**src/rtl/spart_pkg.sv**
```systemverilog
// Shared SPART constants and FSM encodings; the transmitter imports the same package.
package spart_pkg;

  typedef enum logic [2:0] {
    IDLE     = 3'd0,
    START    = 3'd1,
    DATA     = 3'd2,
    STOP     = 3'd3,
    BRK_WAIT = 3'd4
  } spart_state_e;

  localparam int         SPART_OVERSAMPLE = 16;
  localparam int         SPART_DATA_BITS  = 8;
  localparam logic [1:0] SPART_ADDR_DATA  = 2'b00;

endpackage

```
**src/rtl/spart_sync2.sv**
```systemverilog
// Two-flop synchroniser for an asynchronous, idle-high input; resets to 1.
module spart_sync2 (
  input  logic clk,
  input  logic rst,
  input  logic i_d,
  output logic o_q
);

  logic r_meta;

  always_ff @(posedge clk or negedge rst) begin
    if (!rst) begin
      r_meta <= 1'b1;
      o_q    <= 1'b1;
    end else begin
      r_meta <= i_d;
      o_q    <= r_meta;
    end
  end

endmodule

```
**src/rtl/spart_receiver.sv**
```systemverilog
// SPART receive half: 8N1 deserialiser on the baud oversample tick, with
// held byte and sticky status flags for the processor.
module spart_receiver
  import spart_pkg::*;
#(
  parameter int OVERSAMPLE = SPART_OVERSAMPLE,
  parameter int DATA_BITS  = SPART_DATA_BITS
) (
  input  logic                 clk,
  input  logic                 rst,
  input  logic                 baud_en,
  input  logic                 rxd,
  input  logic                 rd_en,
  output logic [DATA_BITS-1:0] rx_data,
  output logic                 rda,
  output logic                 frame_err,
  output logic                 overrun
);

  localparam int TW = $clog2(OVERSAMPLE);
  localparam int BW = $clog2(DATA_BITS + 1);
  localparam logic [TW-1:0] TICK_HALF = TW'(OVERSAMPLE / 2 - 1);
  localparam logic [TW-1:0] TICK_FULL = TW'(OVERSAMPLE - 1);
  localparam logic [BW-1:0] BIT_LAST  = BW'(DATA_BITS - 1);

  logic                 w_rxd;
  logic                 w_stop_tick;
  logic                 w_good;
  logic                 w_ferr;
  spart_state_e         r_state;
  logic [TW-1:0]        r_tick_cnt;
  logic [BW-1:0]        r_bit_cnt;
  logic [DATA_BITS-1:0] r_shift;

  spart_sync2 u_sync (
    .clk (clk),
    .rst (rst),
    .i_d (rxd),
    .o_q (w_rxd)
  );

  assign w_stop_tick = baud_en && (r_state == STOP) && (r_tick_cnt == TICK_FULL);
  assign w_good      = w_stop_tick &&  w_rxd;
  assign w_ferr      = w_stop_tick && !w_rxd;

  always_ff @(posedge clk or negedge rst) begin
    if (!rst) begin
      r_state    <= IDLE;
      r_tick_cnt <= '0;
      r_bit_cnt  <= '0;
      r_shift    <= '0;
      rx_data    <= '0;
      rda        <= 1'b0;
      frame_err  <= 1'b0;
      overrun    <= 1'b0;
    end else begin
      if (baud_en) begin
        case (r_state)
          IDLE: if (!w_rxd) begin
            r_state    <= START;
            r_tick_cnt <= '0;
          end
          START: if (r_tick_cnt == TICK_HALF) begin
            r_tick_cnt <= '0;
            r_bit_cnt  <= '0;
            r_state    <= w_rxd ? IDLE : DATA;
          end else begin
            r_tick_cnt <= r_tick_cnt + 1'b1;
          end
          // LSB arrives first, so shift right from the top.
          DATA: if (r_tick_cnt == TICK_FULL) begin
            r_tick_cnt <= '0;
            r_shift    <= {w_rxd, r_shift[DATA_BITS-1:1]};
            r_bit_cnt  <= r_bit_cnt + 1'b1;
            if (r_bit_cnt == BIT_LAST) r_state <= STOP;
          end else begin
            r_tick_cnt <= r_tick_cnt + 1'b1;
          end
          STOP: if (r_tick_cnt == TICK_FULL) begin
            r_tick_cnt <= '0;
            r_state    <= w_rxd ? IDLE : BRK_WAIT;
          end else begin
            r_tick_cnt <= r_tick_cnt + 1'b1;
          end
          BRK_WAIT: if (w_rxd) r_state <= IDLE;
          default:  r_state <= IDLE;
        endcase
      end

      // A completing frame takes priority over a coincident read.
      if (w_good) begin
        rx_data <= r_shift;
        rda     <= 1'b1;
        if (rd_en)    frame_err <= 1'b0;
        else if (rda) overrun   <= 1'b1;
      end else if (w_ferr) begin
        frame_err <= 1'b1;
        if (rd_en) begin
          rda     <= 1'b0;
          overrun <= 1'b0;
        end
      end else if (rd_en) begin
        rda       <= 1'b0;
        frame_err <= 1'b0;
        overrun   <= 1'b0;
      end
    end
  end

endmodule
```
**config.mk**
```make
export PLATFORM = sky130hd
export DESIGN_NAME = spart_receiver
export DESIGN_NICKNAME = d
export VERILOG_FILES = /design/src/rtl/spart_pkg.sv /design/src/rtl/spart_sync2.sv /design/src/rtl/spart_receiver.sv
export SDC_FILE = /design/constraint.sdc
export NUM_CORES = 1
export LEC_CHECK = 0
export BUFFER_PORTS_ARGS = -buffer_cell sky130_fd_sc_hd__buf_2
export CAP_MARGIN = 5
export CORE_UTILIZATION = 35
export CTS_CLUSTER_SIZE = 30
export DETAILED_ROUTE_END_ITERATION = 12
export GPL_TIMING_DRIVEN = 0
export PLACE_DENSITY_LB_ADDON = 0.1
export SYNTH_ARGS = -nofsm -noshare
export SYNTH_HDL_FRONTEND = slang
export SYNTH_SLANG_ARGS = --single-unit
```
**constraint.sdc**
```tcl
create_clock -name clk -period 2.53 [get_ports clk]
set_input_delay 0.253 -clock clk [delete_from_list [all_inputs] [get_ports clk]]
set_output_delay 0.253 -clock clk [all_outputs]
set_load 0.02 [all_outputs]
```
==> metrics.md, run 1 <==
| Metric | Value |
|---|---|
| Worst-path cell chain | ha_1 > nand4b_1 > nor2_2 > mux2_2 |
| MaxCap Viol Count | 0 |
| Worst slew margin | 51.8% |
| Reg clk slew, reported paths | 0.07 ns |
| Placer Congestion | 0.751 |
| Cts repair resizes | 0 |
| DR WL/cell | 14.0 um |
| WP data arrival | 2.18 ns |
| CTS max path bufs | 2 |
| Post-synthesis register bit count | 32 |
| Status | completed |
| First-pass iteration count of the detailed router | 4 |
| Cell Count, Final, Fillers Out | 198 |
| Design Area, Final | 1770 um2 |
| DIE HEIGHT | 67.6 um |
| Post-Place Cells | 190 |
| RSZ-0062 raised after global routing | false |
| Largest net degree at the start of global routing | 33 |
| CTS tree | yes |
| Core Area | 4060 um2 |
| Crit path largest cell delay | 0.48 ns |
| Yosys top cell area share | 49.8% |
| Worst Setup Start Kind | flop |
| Full die area | 4570 um2 |
| DRC | 0 |
| Worst vdd ir | 0.000296 V |
| Synth warnings | 0 |
| DRT iter0 DRCs | 63 |
| Setup Skew | 0.00420 ns |
| Syn Nets | 132 |
| Synth Instances | 125 |
| Most instantiated cells after synthesis | dfrtp_1 (30), mux2_2 (8), mux2_4 (8) |
| TNS Setup | 0 ns |
| CTS sink count | 32 |
| Period utilization | 79.6% |
| Final ANT Viol Nets | 0 |
| Hold buffers post-CTS | 0 |
| Lkg Pwr | 0.844 nW |
| First-pass GRT wire length | 4710 um |
| Fin. max-slew vios | 0 |
| Top FF cell, synth | dfrtp_1 |
| Via density | 5.29 |
| Req. time, crit path | 2.69 ns |
| Final Hold Viols | 0 |
| Part of the Yosys area used for sequential elements | 53.3% |
| ANT cells | 0 |
| Setup-failing EPs final | 0 |
| Critical path fanouts, max | 10 |
| DP Area | 1640 um2 |
| Horiz. Die Dim | 67.6 um |
| Grt ovf | 0 |
| Finished Core Util | 43.6% |
| EDFF count, synth | 0 |
| Mapped Avg Cell Area | 12.1 um2 |
| Setup crit end kind | flop |
| IO buf count | 15 |
| Layout cell share with drive strength beyond 1 | 35.1% |
| Worst hold path class | primary input to async pin |
| CP Class | flop to flop |
| HPWL Detailed | 1860 um |
| Vias in the first global route | 978 |
| Crit-path slowest cell | nor2_2 |
| # rows | 23 |
| Worst skew pair latency | 0.28 ns |
| Initial antenna violation count | 0 |
| Overall routing resource usage | 14.4% |
| Synthesized cell area | 1510 um2 |
| CTS buffer count | 5 |
| Post-synth cell types | 37 |
| Setup Fix Bufs, Post-CTS | 0 |
| Total wire length | 2770 um |
| Max Fclk | 0.496 GHz |
| Layout Nets | 154 |
| Synth area leader | dfrtp_1 |
| Pwr dens | 768 nW/um2 |
| Area growth, synth to finish | 17.5% |
| Total vias in the final route | 1047 |
| Clock Tree Root | clkbuf_8 |
| I/O pin count | 16 |
| Initial Util | 37.1% |
| Top cells by area, synth | dfrtp_1 (50%), mux2_4 (8.0%), mux2_2 (6.0%) |
| Cell with the most instances after synthesis | dfrtp_1 |
| Min cycle time layout | 2.01 ns |
| Worst slew pin tran | 0.723 ns |
| Ys async rst share | 100% |
| Htree depth | 2 |
-- critical path, delay by kind of cell, from the launching register on --
| kind | cells | cell delay [ns] |
|---|---|---|
| DFF | 1 | 0.44 |
| and+or+nand+nor | 2 | 0.73 |
| muxes | 1 | 0.40 |
| adders and majority gates | 1 | 0.32 |
-- layer usage --
layer	vias to the layer above	wire length (um)	track usage, %	share of wire [%]
li1	506	-	-	-
met1	515	1340	18.4	48
met2	20	1260	21.5	45
met3	6	113	5.07	4.1
met4	0	57	7.18	2.1
met5	-	0	0	0
-- final timing paths --
path	start	endpoint	slack, ns	cells after the start
worst max-delay path	r_tick_cnt[0]	rx_data[0]	0.52	4
worst min-delay path	rst	r_bit_cnt[0]	0.03	1
worst max register to register	r_tick_cnt[0]	rx_data[0]	0.52	4
worst min register to register	u_sync.r_meta	u_sync.o_q	0.36	0
max in group asynchronous	rst	r_tick_cnt[2]	2.04	1
min in group clk	rxd	u_sync.r_meta	0.07	1
-- power breakdown --
group	total (mW)	leakage (nW)	internal (mW)	switching, mW
Combinational	0.236	0.353	0.107	0.129
Sequential	0.596	0.426	0.554	0.0422
Clock	0.528	0.0645	0.347	0.181
Total	1.36	0.844	1.01	0.352
-- placed cells by master (no fill, tap or decap), drive strengths merged --
| cell type | count |
|---|---|
| dfrtp | 30 |
| buf | 20 |
| mux2 | 16 |
| clkbuf | 9 |
| nand2 | 7 |
| o21ai | 7 |
| nand3 | 6 |
| inv | 5 |
| nand2b | 4 |
| a21oi | 4 |
| a32o | 3 |
| nor3 | 3 |
| nor2 | 3 |
| o41ai | 2 |
| nand3b | 2 |
| nor2b | 2 |
| a21o | 2 |
| nand4b | 2 |
| nand4 | 2 |
| o22ai | 2 |
| ha | 2 |
| dfstp | 2 |
| and2b | 1 |
| or2 | 1 |
| a22oi | 1 |
| or3b | 1 |
| nor3b | 1 |
| or4 | 1 |
| mux2i | 1 |
| o221a | 1 |
| nor4b | 1 |
| a41oi | 1 |
| o22a | 1 |
| a22o | 1 |
| bufinv | 1 |
-- state kept, by name, summed over array words and instances (netlist names) --
| signal | cells |
|---|---|
| rda | 1 |
| r_bit_cnt | 4 |
| overrun | 1 |
| r_shift | 8 |
| u_sync.o_q | 1 |
| r_state | 3 |
| r_tick_cnt | 4 |
| frame_err | 1 |
| rx_data | 8 |
| u_sync.r_meta | 1 |
-- cell families (layout without fill, tap and decap cells) --
| group | Yosys count | after routing | share of synthesized area (%) |
|---|---|---|---|
| AND/OR/NAND/NOR | 37 | 37 | 14.5 |
| adder cells (fa/ha/maj) | 2 | 2 | 1.66 |
| AO/OA/AOI/OAI | 25 | 25 | 11.6 |
| buffers and inverters | 12 | 35 | 4.24 |
| flip-flops | 32 | 32 | 53.3 |
| multiplexers | 17 | 17 | 14.6 |
-- final cells by class --
class	instances	area, um2
buffer	7	45.0
clock buffer	7	96.3
clock inverter	1	30.0
fill	397	2290
inverter	5	18.8
multi-input combinational	81	639
sequential	32	803
tap	50	62.6
timing repair buffer	15	75.1
-- metrics by stage --
stage	hold slack, ns	total power, mW	setup slack [ns]
CTS	0.0438	1.38	0.482
floorplan	-0.0426	0.777	0.723
global placement	0.346	0.836	0.503
detailed placement	0.348	0.840	0.492
finish	0.0269	1.36	0.516
global route	0.0456	1.44	0.383
Power figures use the tool's default switching activity.
==> inputs of run 2 (changes only) <==
- clock period: 2.53 -> 1.8 ns (I/O delays scaled with it)
==> metrics.md, run 2 (synthesis gave the netlist of run 1 again) <==
| Metric | Value |
|---|---|
| Layout Nets | 159 |
| Worst Setup Start Kind | flop |
| Total vias in the final route | 1074 |
| Total wire length | 2940 um |
| Final ANT Viol Nets | 0 |
| Min cycle time layout | 1.75 ns |
| WP data arrival | 1.91 ns |
| Setup-failing EPs final | 0 |
| DP Area | 1650 um2 |
| Fin. max-slew vios | 0 |
| Worst vdd ir | 0.000537 V |
| Pwr dens | 1030 nW/um2 |
| Reg2reg start | r_state[2] |
| R2R depth | 5 |
| Status | completed |
| Flop2flop setup slack | 0.05 ns |
| Grt ovf | 0 |
| Via density | 5.29 |
| Worst hold path class | primary input to flop |
| Worst slew pin tran | 0.723 ns |
| DR WL/cell | 14.5 um |
| First-pass GRT wire length | 4710 um |
| Horiz. Die Dim | 67.6 um |
| IO buf count | 15 |
| Hold-critical path endpoint | overrun |
| DRC | 0 |
| Reg clk slew, reported paths | 0.07 ns |
| Setup Skew | 0.00517 ns |
| Max Fclk | 0.572 GHz |
| Design Area, Final | 1850 um2 |
| Placer Congestion | 0.771 |
| CTS buffer count | 5 |
| RSZ-0062 raised after global routing | false |
| HPWL Detailed | 1890 um |
| Layout cell share with drive strength beyond 1 | 40.5% |
| MaxCap Viol Count | 0 |
| I/O pin count | 16 |
| Reg2reg end | r_shift[7] |
| CTS max path bufs | 2 |
| CTS tree | yes |
| Lkg Pwr | 0.864 nW |
| Hold_sp | rd_en |
| # rows | 23 |
| First-pass iteration count of the detailed router | 4 |
| Clock Tree Root | clkbuf_8 |
| Req. time, crit path | 1.96 ns |
| Setup crit end kind | flop |
| Final Hold Viols | 0 |
| ANT cells | 0 |
| Finished Core Util | 45.6% |
| WHS Path Cells | 2 |
| Initial antenna violation count | 0 |
| CTS sink count | 32 |
| Overall routing resource usage | 14.5% |
| Htree depth | 2 |
| DRT iter0 DRCs | 24 |
| Period utilization | 97.1% |
| Commonest non-fill, non-tap cells in the layout | dfrtp_1 (27), buf_2 (18), mux2_2 (8), mux2_4 (8) |
| Largest net degree at the start of global routing | 33 |
| Top Registers | r_shift (8), rx_data (8) |
| Vias in the first global route | 979 |
| Initial Util | 37.1% |
| Worst slew margin | 51.8% |
| Core Area | 4060 um2 |
| Commonest non-fill, non-tap cell in the layout | dfrtp_1 |
| Full die area | 4570 um2 |
| CP Class | flop to flop |
| DIE HEIGHT | 67.6 um |
| Worst skew pair latency | 0.28 ns |
| TNS Setup | 0 ns |
| Critical path fanouts, max | 10 |
| Area growth, synth to finish | 22.8% |
[run 2: critical path, stage by stage, from the launching register on]
cell,delay (ns)
dfrtp_2,0.40
nand2b_1,0.15
buf_6,0.14
or4_4,0.47
buf_6,0.17
mux2_4,0.30
[run 2: report_power, final]
group          internal (mW)  switching, mW
logic                  0.186          0.212
registers              0.782         0.0566
clock network          0.410          0.257
total                   1.38          0.525
[run 2: layer usage]
layer  share of wire [%]  GRT usage (%)  vias up
met5                   0              0        -
met4                 1.2           8.78        0
met3                 3.4           4.05        4
met2                  46           22.0       19
met1                  50           18.1      537
li1                    -              -      514
[run 2: area by class of cell]
cell class / count / area, um2
Multi-Input combinational cell: 81 / 673
Timing Repair Buffer: 21 / 138
Tap cell: 50 / 62.6
Sequential cell: 32 / 807
Clock buffer: 6 / 72.6
Clock inverter: 2 / 35.0
Fill cell: 392 / 2210
Buffer: 6 / 42.5
Inverter: 5 / 18.8
[run 2: what timing repair did]
action | CTS | global route
buffers inserted | 3 | 1
gates resized for setup | 6 | 4
hold buffers | 2 | 0
setup endpoints to repair | 19 | 10
hold endpoints to repair | 31 | 0
pin swaps | 1 | 1
[run 2: worst max-delay path by stage]
stage,start,end,slack (ns)
after floorplan,r_tick_cnt[0],r_shift[0],0.02
after global placement,u_sync.o_q,rx_data[7],-0.21
after detailed placement,u_sync.o_q,rx_data[7],-0.22
after CTS,r_tick_cnt[1],r_shift[7],0.001
after global routing,r_tick_cnt[2],r_shift[7],0.01
final,r_state[2],r_shift[7],0.05
[run 2: stage by stage]
stage               total power [mW]  hold slack [ns]  std cells  worst slack [ns]
floorplan                       1.09           -0.116        125            0.0224
global route                    2.02            0.136        203           0.00955
detailed placement              1.19            0.286        190            -0.219
finish                          1.90            0.131        203            0.0518
CTS                             1.91            0.114        202           0.00121
global placement                1.18            0.283        190            -0.212
